--- src/rtl/sha256_block_feeder_if.sv ---
// Host byte stream, duct block/digest handshake and status signals of the SHA-256 block feeder.
// The feeder connects through the slave modport; the host/duct side uses master.
interface sha256_block_feeder_if;
  logic [7:0]   byte_in;
  logic         byte_valid;
  logic         byte_last;
  logic         byte_ready;
  logic [511:0] block_n;
  logic         ask;
  logic         readout;
  logic [7:0]   hash;
  logic         result;
  logic [255:0] digest;
  logic         digest_valid;
  logic         zeros_ok;
  logic         result_q;
  logic         busy;
  logic         pad_err;

  modport slave (
    input  byte_in, byte_valid, byte_last, ask, hash, result,
    output byte_ready, block_n, readout, digest, digest_valid, zeros_ok, result_q, busy, pad_err
  );

  modport master (
    output byte_in, byte_valid, byte_last, ask, hash, result,
    input  byte_ready, block_n, readout, digest, digest_valid, zeros_ok, result_q, busy, pad_err
  );
endinterface

--- src/rtl/sha256_block_feeder.sv ---
// Packs a host byte stream into 512-bit blocks for the SHA-256 duct and collects the serial digest.
// Define SHA256_FEEDER_PAD_EN to apply message padding in hardware; otherwise blocks arrive pre-padded.
module sha256_block_feeder #(
  parameter int Z        = 12,
  parameter int READ_LAT = 1
) (
  input  logic                  inclk,
  input  logic                  reset_n,
  sha256_block_feeder_if.slave  bus
);
  typedef enum logic [2:0] {S_IDLE, S_FILL, S_WAIT_ASK, S_PAD, S_READ} state_t;

  localparam logic [5:0] RD_FIRST = 6'(READ_LAT);
  localparam logic [5:0] RD_LAST  = 6'(READ_LAT + 31);
  localparam logic [5:0] RD_END   = 6'(READ_LAT + 32);

  state_t       r_state, w_state_nxt;
  logic [5:0]   r_k;
  logic [5:0]   r_rd_cnt;
  logic [511:0] r_block;
  logic [63:0]  r_len;
  logic         r_ask_q;
  logic         r_last;
  logic         r_pad_pend;
  logic         r_pad80;
  logic [255:0] r_digest;
  logic         r_digest_valid;
  logic         r_zeros_ok;
  logic         r_result_q;
  logic         r_pad_err;

  logic         w_byte_ready;
  logic         w_readout;
  logic         w_xfer;
  logic         w_ask_rise;
  logic         w_blk_end;
  logic [5:0]   w_k;
  logic [4:0]   w_j;
  logic [63:0]  w_len_nxt;
  logic [511:0] w_block_nxt;
  logic [255:0] w_digest_nxt;

  // A byte accepted in IDLE opens a fresh message at index 0 with a zero length count.
  assign w_k        = (r_state == S_IDLE) ? 6'd0 : r_k;
  assign w_len_nxt  = ((r_state == S_IDLE) ? 64'd0 : r_len) + 64'd8;
  assign w_xfer     = bus.byte_valid & w_byte_ready;
  assign w_blk_end  = bus.byte_last | (w_k == 6'd63);
  assign w_ask_rise = bus.ask & ~r_ask_q;
  assign w_j        = 5'(r_rd_cnt - RD_FIRST);

  always_comb begin
    w_block_nxt = (r_state == S_IDLE) ? 512'd0 : r_block;
    w_block_nxt[511 - 8*int'(w_k) -: 8] = bus.byte_in;
`ifdef SHA256_FEEDER_PAD_EN
    if (bus.byte_last && (w_k != 6'd63)) begin
      w_block_nxt[511 - 8*(int'(w_k) + 1) -: 8] = 8'h80;
      if (w_k <= 6'd54)
        w_block_nxt[63:0] = w_len_nxt;
    end
`endif
  end

  always_comb begin
    w_digest_nxt = r_digest;
    w_digest_nxt[8*int'(w_j) +: 8] = bus.hash;
  end

  always_comb begin
    w_state_nxt  = r_state;
    w_byte_ready = 1'b0;
    w_readout    = 1'b0;
    case (r_state)
      S_IDLE, S_FILL: begin
        w_byte_ready = 1'b1;
        if (bus.byte_valid)
          w_state_nxt = w_blk_end ? S_WAIT_ASK : S_FILL;
      end
      S_WAIT_ASK: begin
        if (w_ask_rise)
          w_state_nxt = r_last ? S_READ : (r_pad_pend ? S_PAD : S_FILL);
      end
      S_PAD: w_state_nxt = S_WAIT_ASK;
      S_READ: begin
        w_readout = (r_rd_cnt != RD_END);
        if (r_rd_cnt == RD_END)
          w_state_nxt = S_IDLE;
      end
      default: w_state_nxt = S_IDLE;
    endcase
  end

  always_ff @(posedge inclk or negedge reset_n) begin
    if (!reset_n)
      r_state <= S_IDLE;
    else
      r_state <= w_state_nxt;
  end

  always_ff @(posedge inclk or negedge reset_n) begin
    if (!reset_n) begin
      r_k            <= '0;
      r_rd_cnt       <= '0;
      r_block        <= '0;
      r_len          <= '0;
      r_ask_q        <= 1'b0;
      r_last         <= 1'b0;
      r_pad_pend     <= 1'b0;
      r_pad80        <= 1'b0;
      r_digest       <= '0;
      r_digest_valid <= 1'b0;
      r_zeros_ok     <= 1'b0;
      r_result_q     <= 1'b0;
      r_pad_err      <= 1'b0;
    end else begin
      r_ask_q        <= bus.ask;
      r_digest_valid <= 1'b0;
      case (r_state)
        S_IDLE, S_FILL: begin
          if (w_xfer) begin
            r_block <= w_block_nxt;
            r_len   <= w_len_nxt;
            r_k     <= w_k + 6'd1;
            if (w_blk_end) begin
              r_last     <= 1'b0;
              r_pad_pend <= 1'b0;
              r_pad80    <= 1'b0;
`ifdef SHA256_FEEDER_PAD_EN
              // Too little room for the length field: it goes in an extra all-padding block.
              if (bus.byte_last) begin
                if (w_k <= 6'd54) begin
                  r_last <= 1'b1;
                end else begin
                  r_pad_pend <= 1'b1;
                  r_pad80    <= (w_k == 6'd63);
                end
              end
`else
              if (bus.byte_last) begin
                r_last <= 1'b1;
                if (w_k != 6'd63)
                  r_pad_err <= 1'b1;
              end
`endif
            end
          end
        end
        S_WAIT_ASK: begin
          if (w_ask_rise) begin
            r_rd_cnt <= '0;
            if (!r_last && !r_pad_pend) begin
              r_block <= '0;
              r_k     <= '0;
            end
          end
        end
        S_PAD: begin
          r_block    <= {(r_pad80 ? 8'h80 : 8'h00), 440'd0, r_len};
          r_pad_pend <= 1'b0;
          r_pad80    <= 1'b0;
          r_last     <= 1'b1;
        end
        S_READ: begin
          if (r_rd_cnt != RD_END)
            r_rd_cnt <= r_rd_cnt + 6'd1;
          if ((r_rd_cnt >= RD_FIRST) && (r_rd_cnt <= RD_LAST))
            r_digest <= w_digest_nxt;
          // Last hash byte: result and the leading-zero test land with it.
          if (r_rd_cnt == RD_LAST) begin
            r_result_q     <= bus.result;
            r_zeros_ok     <= ~|w_digest_nxt[255 -: Z];
            r_digest_valid <= 1'b1;
          end
        end
        default: ;
      endcase
    end
  end

  assign bus.byte_ready   = w_byte_ready & reset_n;
  assign bus.block_n      = r_block;
  assign bus.readout      = w_readout;
  assign bus.digest       = r_digest;
  assign bus.digest_valid = r_digest_valid;
  assign bus.zeros_ok     = r_zeros_ok;
  assign bus.result_q     = r_result_q;
  assign bus.busy         = (r_state != S_IDLE);
  assign bus.pad_err      = r_pad_err;
endmodule

--- src/flat_wrapper.sv ---
// flat-port wrapper written by rule: the top's interface ports become plain ports
module sha256_block_feeder_flat 
#(
  parameter int Z        = 12,
  parameter int READ_LAT = 1
)
  (inclk, reset_n, bus_byte_in, bus_byte_valid, bus_byte_last, bus_ask, bus_hash, bus_result, bus_byte_ready, bus_block_n, bus_readout, bus_digest, bus_digest_valid, bus_zeros_ok, bus_result_q, bus_busy, bus_pad_err);
  sha256_block_feeder_if bus_i ();
  input  logic inclk;
  input  logic reset_n;
  input wire logic [$bits(bus_i.byte_in)-1:0] bus_byte_in;
  input wire logic [$bits(bus_i.byte_valid)-1:0] bus_byte_valid;
  input wire logic [$bits(bus_i.byte_last)-1:0] bus_byte_last;
  input wire logic [$bits(bus_i.ask)-1:0] bus_ask;
  input wire logic [$bits(bus_i.hash)-1:0] bus_hash;
  input wire logic [$bits(bus_i.result)-1:0] bus_result;
  output wire logic [$bits(bus_i.byte_ready)-1:0] bus_byte_ready;
  output wire logic [$bits(bus_i.block_n)-1:0] bus_block_n;
  output wire logic [$bits(bus_i.readout)-1:0] bus_readout;
  output wire logic [$bits(bus_i.digest)-1:0] bus_digest;
  output wire logic [$bits(bus_i.digest_valid)-1:0] bus_digest_valid;
  output wire logic [$bits(bus_i.zeros_ok)-1:0] bus_zeros_ok;
  output wire logic [$bits(bus_i.result_q)-1:0] bus_result_q;
  output wire logic [$bits(bus_i.busy)-1:0] bus_busy;
  output wire logic [$bits(bus_i.pad_err)-1:0] bus_pad_err;
  assign bus_i.byte_in = bus_byte_in;
  assign bus_i.byte_valid = bus_byte_valid;
  assign bus_i.byte_last = bus_byte_last;
  assign bus_i.ask = bus_ask;
  assign bus_i.hash = bus_hash;
  assign bus_i.result = bus_result;
  assign bus_byte_ready = bus_i.byte_ready;
  assign bus_block_n = bus_i.block_n;
  assign bus_readout = bus_i.readout;
  assign bus_digest = bus_i.digest;
  assign bus_digest_valid = bus_i.digest_valid;
  assign bus_zeros_ok = bus_i.zeros_ok;
  assign bus_result_q = bus_i.result_q;
  assign bus_busy = bus_i.busy;
  assign bus_pad_err = bus_i.pad_err;
  sha256_block_feeder #(.Z(Z), .READ_LAT(READ_LAT)) u_core (.inclk(inclk), .reset_n(reset_n), .bus(bus_i));
endmodule
--- config.mk ---
export PLATFORM = sky130hd
export DESIGN_NAME = sha256_block_feeder_flat
export DESIGN_NICKNAME = d
export VERILOG_FILES = /design/src/rtl/sha256_block_feeder_if.sv /design/src/rtl/sha256_block_feeder.sv /design/src/flat_wrapper.sv
export SDC_FILE = /design/constraint.sdc
export NUM_CORES = 2
export LEC_CHECK = 0
export BUFFER_PORTS_ARGS = -buffer_cell sky130_fd_sc_hd__buf_2
export CAP_MARGIN = 10
export CORE_MARGIN = 4
export CORE_UTILIZATION = 30
export DETAILED_ROUTE_END_ITERATION = 8
export GPL_TIMING_DRIVEN = 0
export PLACE_DENSITY = 0.6
export RECOVER_POWER = 100
export SLEW_MARGIN = 20
export SYNTH_ARGS = -nofsm -noshare
export SYNTH_HDL_FRONTEND = slang
export SYNTH_SLANG_ARGS = --single-unit
--- constraint.sdc ---
create_clock -name inclk -period 4 [get_ports inclk]
set_input_delay 0.2 -clock inclk [delete_from_list [all_inputs] [get_ports inclk]]
set_output_delay 0.2 -clock inclk [all_outputs]
set_load 0.005 [all_outputs]
# Word level (Yosys, flattened, before mapping)
# Index checks and enable logic that the tools add are counted.
# word_totals
elab_cells	104
in_bits	22
ff_bits	854
out_inout_bits	775
# op_classes
add_sub_neg	7
muxes	35
n_reduce_logical	22
eq_ne	16
bitwise	5
n_lt_le_gt_ge	2
shifts	4
# ops
op	n
$mux W512	4
$pmux W512 S3	1
$shift A8 B33 Y519 const A	1
$shiftx A8 B33 Y519	1
$bwmux W512	1
$bwmux W256	1
$shift A8 B33 Y256 const A	1
$shiftx A8 B33 Y256	1
$add A64 B4 Y64 const B	1
$mux W64	1
$mux W6	6
$neg A32 Y33	1
$neg A8 Y33	1
$pmux W6 S2	2
$eq A6 B6 Y1 const B	3
$add A6 B1 Y6 const B	2
$mux W3	4
$ne A2 B1 Y1 const B	6
$ne A6 B6 Y1 const B	2
$pmux W3 S4	1
$reduce_or A12 Y1	1
$sub A9 B9 Y10 const A	1
$mux W1	9
$reduce_and A3 Y1	3
22 further kinds	36

# Depth between registers and ports, before layout
# depth
ltp_word	8
mapped_depth	14
mapped_depth_nobuf	11

# Worst setup path before layout
# Ideal clock, no wire load.
# synth_path
kind	reg-to-reg
start	reg u_core.r_rd_cnt[2]
end	reg u_core.r_digest[21] (netlist: u_core.bus.digest[21])
setup_time_ns	0.128
t_required_ns	3.872
synth_period_minus_slack_ns	3.407
arrival_ns	3.279
setup_slack_ns	0.593
path_stages_with_launch	14
n_path_buf	4
cell_sequence	dfrtp_1 -> buf_4 -> inv_1 -> ha_1 -> a21boi_2 -> xor2_1 -> buf_4 -> nor3_1 -> ha_1 -> clkbuf_1 -> nand2_1 -> or4_1 -> clkbuf_1 -> mux2_1
# synth_via
elab_chain_len	4
word_cells_on_any_way	9
cone_classes	2 x add/sub; 2 x order compare; 2 x shift; 1 x mux; 2 x reduce/logical
# synth_rtl
element	line_no	text
start: declaration	sha256_block_feeder.sv:19	logic [5:0] r_rd_cnt;
start signal: assignment	sha256_block_feeder.sv:164	r_rd_cnt <= r_rd_cnt + 6'd1;
$sub A5 B1 Y5	sha256_block_feeder.sv:49	assign w_j = 5'(r_rd_cnt - RD_FIRST);
$neg A8 Y33	sha256_block_feeder.sv:65	w_digest_nxt[8*int'(w_j) +: 8] = bus.hash;
$shiftx A8 B33 Y256 or $shift A8 B33 Y256 (tied branches)	sha256_block_feeder.sv:65	
$bwmux W256	sha256_block_feeder.sv:65	
end signal: assignment	sha256_block_feeder.sv:166	r_digest <= w_digest_nxt;
end: declaration	sha256_block_feeder.sv:26	logic [255:0] r_digest;
# Parallel ways exist; a longest one is shown, timed or not.
# A chain may end at the register's enable or synchronous reset.

# Worst setup path in the final report
# layout_path
start	reg u_core.r_state[1]
end	reg u_core.r_block[12] (netlist: u_core.bus.block_n[12])
# layout_via
elab_chain_len	8
word_cells_on_any_way	21
cone_classes	2 x add/sub; 6 x eq/ne; 2 x shift; 6 x mux; 1 x bitwise; 4 x reduce/logical
# layout_rtl
element	line_no	text
start: declaration	sha256_block_feeder.sv:17	state_t r_state, w_state_nxt;
start signal: assignment	sha256_block_feeder.sv:96	r_state <= w_state_nxt;
$logic_not A3 Y1	--	
$mux W6	sha256_block_feeder.sv:44	assign w_k = (r_state == S_IDLE) ? 6'd0 : r_k;
$sub A9 B9 Y10	sha256_block_feeder.sv:53	w_block_nxt[511 - 8*int'(w_k) -: 8] = bus.byte_in;
$neg A32 Y33	sha256_block_feeder.sv:53	
$shiftx A8 B33 Y519 or $shift A8 B33 Y519 (tied branches)	sha256_block_feeder.sv:53	
$bwmux W512	sha256_block_feeder.sv:53	
$mux W512	sha256_block_feeder.sv:119	if (w_xfer) begin
$pmux W512 S3	sha256_block_feeder.sv:117	case (r_state)
end signal: assignment	sha256_block_feeder.sv:120	r_block <= w_block_nxt;
end signal: assignment	sha256_block_feeder.sv:157	r_block <= {(r_pad80 ? 8'h80 : 8'h00), 440'd0, r_len};
end: declaration	sha256_block_feeder.sv:20	logic [511:0] r_block;
# Parallel ways exist; a longest one is shown, timed or not. The select of a mux whose other input is x is not followed.

==> results by group <==
Worst setup path
  • CP peak stage delay: 0.83 ns
  • Top delay family on crit path: compound AO/OA/AOI/OAI gates
  • Critical Path AT: 4.51 ns
  • CP max FO: 11
  • CP cell instances: buf_2 -> o31ai_4 -> clkbuf_2 -> ha_2 -> nand2_1 -> o32ai_2 -> nand2_1 -> a221oi_1 -> nor2_1
  • Crit Path Class: flip-flop to flip-flop
  • Worst R2R Setup Slack: between 0.03 and 0.04 ns
  • Crit path capture type: flip-flop
  • Worst Path Required: approximately 4.6 ns
  • Worst setup SP type: flip-flop
  • CP bufs+invs: 2
  • R2R cell count: 9
  • Critical R2R Capture: u_core.bus.block_n[12]
  • Crit Reg-Reg Startpoint: u_core.r_state[1]
  • Slowest-stage cell, CP: o32ai_2
  • Most frequent CP cell: nand2_1

CTS
  • CTS tree: yes
  • Clock buffer depth: 3
  • Clock transition at path regs: 0.06 ns
  • Worst-skew pair later-pin latency: 0.72 ns
  • Root buf cell: clkbuf_16
  • Level count of the clock H-tree: 3
  • Clock sink count: 850
  • CTS Buf Count: 96

Synthesis
  • Synthesized area per cell: 10.8 um2
  • Cells after synthesis: 3441
  • Unique cell type count in the Yosys netlist: 84
  • Most common flop cell mapped by yosys: dfrtp_1
  • Largest area contributor in the netlist: dfrtp_1
  • Async SR Flop Fraction: 100%
  • Commonest cells in the netlist: dfrtp_1, nand2_1, o21ai_0
  • Most frequent cell after synthesis: dfrtp_1
  • Number of flops mapped to enable cells by yosys: 0
  • Seq/Total Area, Yosys: 57.1%
  • Post-synth top area share: 57.1%
  • Synth area leaders: dfrtp_1, mux2_2, o21ai_0
  • Ys Warns: 0
  • Synth Cell Area: 0.0372 mm2
  • FF+latch count, synth: between 800 and 900
  • Syn nets: 3480

Hold path
  • Min-delay src: bus_hash[3]
  • Worst hold path endpoint: u_core.bus.digest[211]
  • Worst Hold Class: input port to flip-flop
  • Min-Delay Path Depth: 3

Global routing
  • Global-route wire length before repair: 231000 um
  • Grt total ovfl: 0
  • Largest net degree at the start of global routing: roughly 130
  • Initial antenna violation count: 5
  • Vias in the first global route: 32700
  • GRT Overall Usage: 23.8%

Cells and area
  • Reg area: between 0.02 and 0.025 mm2
  • Layout Nets: 4416
  • Layout Cells excl Fill: 6093
  • Filler instances: 12600
  • Area Overhead vs Synth: 25.0%
  • Multi-input gate area: 0.0147 mm2
  • Share of cells above drive strength 1: 15.9%

Flow run
  • Max Cap Violations: 3

Floorplanning
  • Top Ports: 797
  • Die area: approximately 0.13 mm2
  • Die H: 360 um
  • Site Rows: 129
  • Placeable Area: about 0.12 mm2
  • Initial core utilization: a little under a third
  • Die W: between 300 and 400 um

Routing
  • Detailed Route WL: around 160000 um
  • Drt initial violations: between 3000 and 4000
  • Via-per-instance ratio: 5.43
  • DRC Markers: 0
  • Antenna Nets Post-Route: 0
  • Wire per inst: 26.5 um
  • Via count: 33100
  • DRT Pass-1 Iters: 6

STA
  • Final Hold Fails: 0
  • Worst slew margin: -15.5%
  • Worst slew pin tran: 1.73 ns
  • Slew Viols, Final: 310
  • Max Freq: 0.253 GHz
  • RSZ-0062 raised after global routing: no
  • Setup TNS: 0 ns
  • Final worst path period share: 99.0%
  • Post-layout min period: about 4.0 ns
  • Final Setup Violations: 0
  • Clock skew: 0.0501 ns

Pwr
  • Cell Pwr Density: 649 mW/mm2
  • Peak supply drop: 0.458 mV
  • Pleak: ~20 nW

Place
  • Buffers on Ports: 796
  • Detailed placer's ending HPWL: 122000 um
  • Routability cong.: 0.974
  • Placed Cells: 5894

Status
  • Status: complete, but fails checks
  • Failing checks: max-capacitance violations, max-slew violations
==> tightest hold or removal path, cell delays in order <==
cell and delay (ns):
buf_2 0.20, and3_1 0.22, mux2_2 0.15
==> layer usage <==
metal,track usage (%),up-vias,part of all wire (%)
li1,-,14300,-
met1,31.2,16800,41
met2,37.0,1642,45
met3,5.99,370,8.5
met4,11.1,0,5.3
met5,0,-,0
==> flip-flops by register name, indices dropped and copies added, names as in the netlist, 3 cells and up <==
| signal | flops |
|---|---|
| u_core.bus.block_n | 512 |
| u_core.bus.digest | 256 |
| u_core.r_k | 6 |
| u_core.r_len | 61 |
| u_core.r_rd_cnt | 6 |
| u_core.r_state | 3 |
==> what timing repair did <==
item | CTS | global route
buffers inserted | 2 | 7
pin swaps | 1 | 7
cloned | 0 | 0
resized for setup | 18 | 17
setup endpoints to repair | 267 | 249
hold buffers | 16 | 0
hold endpoints to repair | 315 | 0
==> where the power goes <==
part,switching (W),internal [W],total (W)
logic,0.00891,0.00240,0.0113
registers,0.000473,0.00930,0.00977
clock network,0.00388,0.00528,0.00917
==> logic make-up (layout without fill, tap and decap cells) <==
group,Yosys count,after routing,share of synthesized area [%]
buffers and inverters,371,1382,3.99
flip-flops,850,850,57.1
AO/OA/AOI/OAI,733,733,13.7
XOR/XNOR,46,46,1.20
AND/OR/NAND/NOR,1140,1140,15.3
adder cells (fa/ha/maj),17,17,0.571
other,0,4,0
multiplexers,284,284,8.15
==> placed cells by master (no fill, tap or decap), drive strengths merged, types with 6 or more instances in the layout <==
cell type / n
buf: 288
a32oi: 8
bufinv: 6
and3: 25
a2111oi: 6
o31ai: 44
nand4: 77
nand2: 384
a32o: 32
dlygate4sd3: 15
and4: 8
dfrtp: 850
inv: 147
nor3b: 11
and2: 41
o21ai: 350
nand2b: 8
nor4: 33
a22o: 75
xor2: 12
nor3: 97
clkinv: 20
a31oi: 12
clkbuf: 899
or3: 10
a22oi: 9
xnor2: 34
nand3: 310
a221oi: 16
mux2: 154
a21oi: 51
nor2b: 11
a211oi: 10
ha: 17
nor2: 102
mux2i: 130
clkinvlp: 7
o2bb2ai: 79
==> worst max-delay path by stage <==
stage | cells past startpoint | startpoint | endpoint
floorplan | 13 | u_core.r_rd_cnt[2] | u_core.bus.digest[21]
global placement | 1 | reset_n | u_core.bus.block_n[416]
detailed placement | 10 | u_core.r_state[1] | u_core.bus.block_n[174]
CTS | 13 | u_core.r_rd_cnt[1] | u_core.bus.digest[223]
global route | 12 | u_core.r_rd_cnt[1] | u_core.bus.digest[104]
finish | 9 | u_core.r_state[1] | u_core.bus.block_n[12]
==> stage by stage <==
| step | hold slack (ns) | setup WS, ns | area (um2) | util [%] | total power [W] |
|---|---|---|---|---|---|
| finish | 0.119 | 0.0397 | 46600 | 37.7 | 0.0302 |
| global route | 0.0669 | 0.00252 | 46600 | 37.7 | 0.0315 |
| CTS | 0.0343 | 0.00101 | 47300 | 38.3 | 0.0304 |
| detailed placement | 0.152 | -0.584 | 43700 | 35.4 | 0.0211 |
| global placement | 0.330 | -16.40 | 43300 | 35.0 | 0.0208 |
| floorplan | -0.0956 | 0.593 | 37200 | - | 0.0158 |
==> final cells by class <==
class	count	share of cell area, %
Sequential cell	850	45.7
Timing Repair Buffer	841	8.21
Multi-Input combinational cell	2220	31.5
Clock buffer	133	5.95
Antenna cell	4	0.0215
Clock inverter	40	1.07
Tap cell	1637	4.40
Inverter	140	1.13
Buffer	228	2.06
Note: power is estimated with default switching activity, not from simulation.
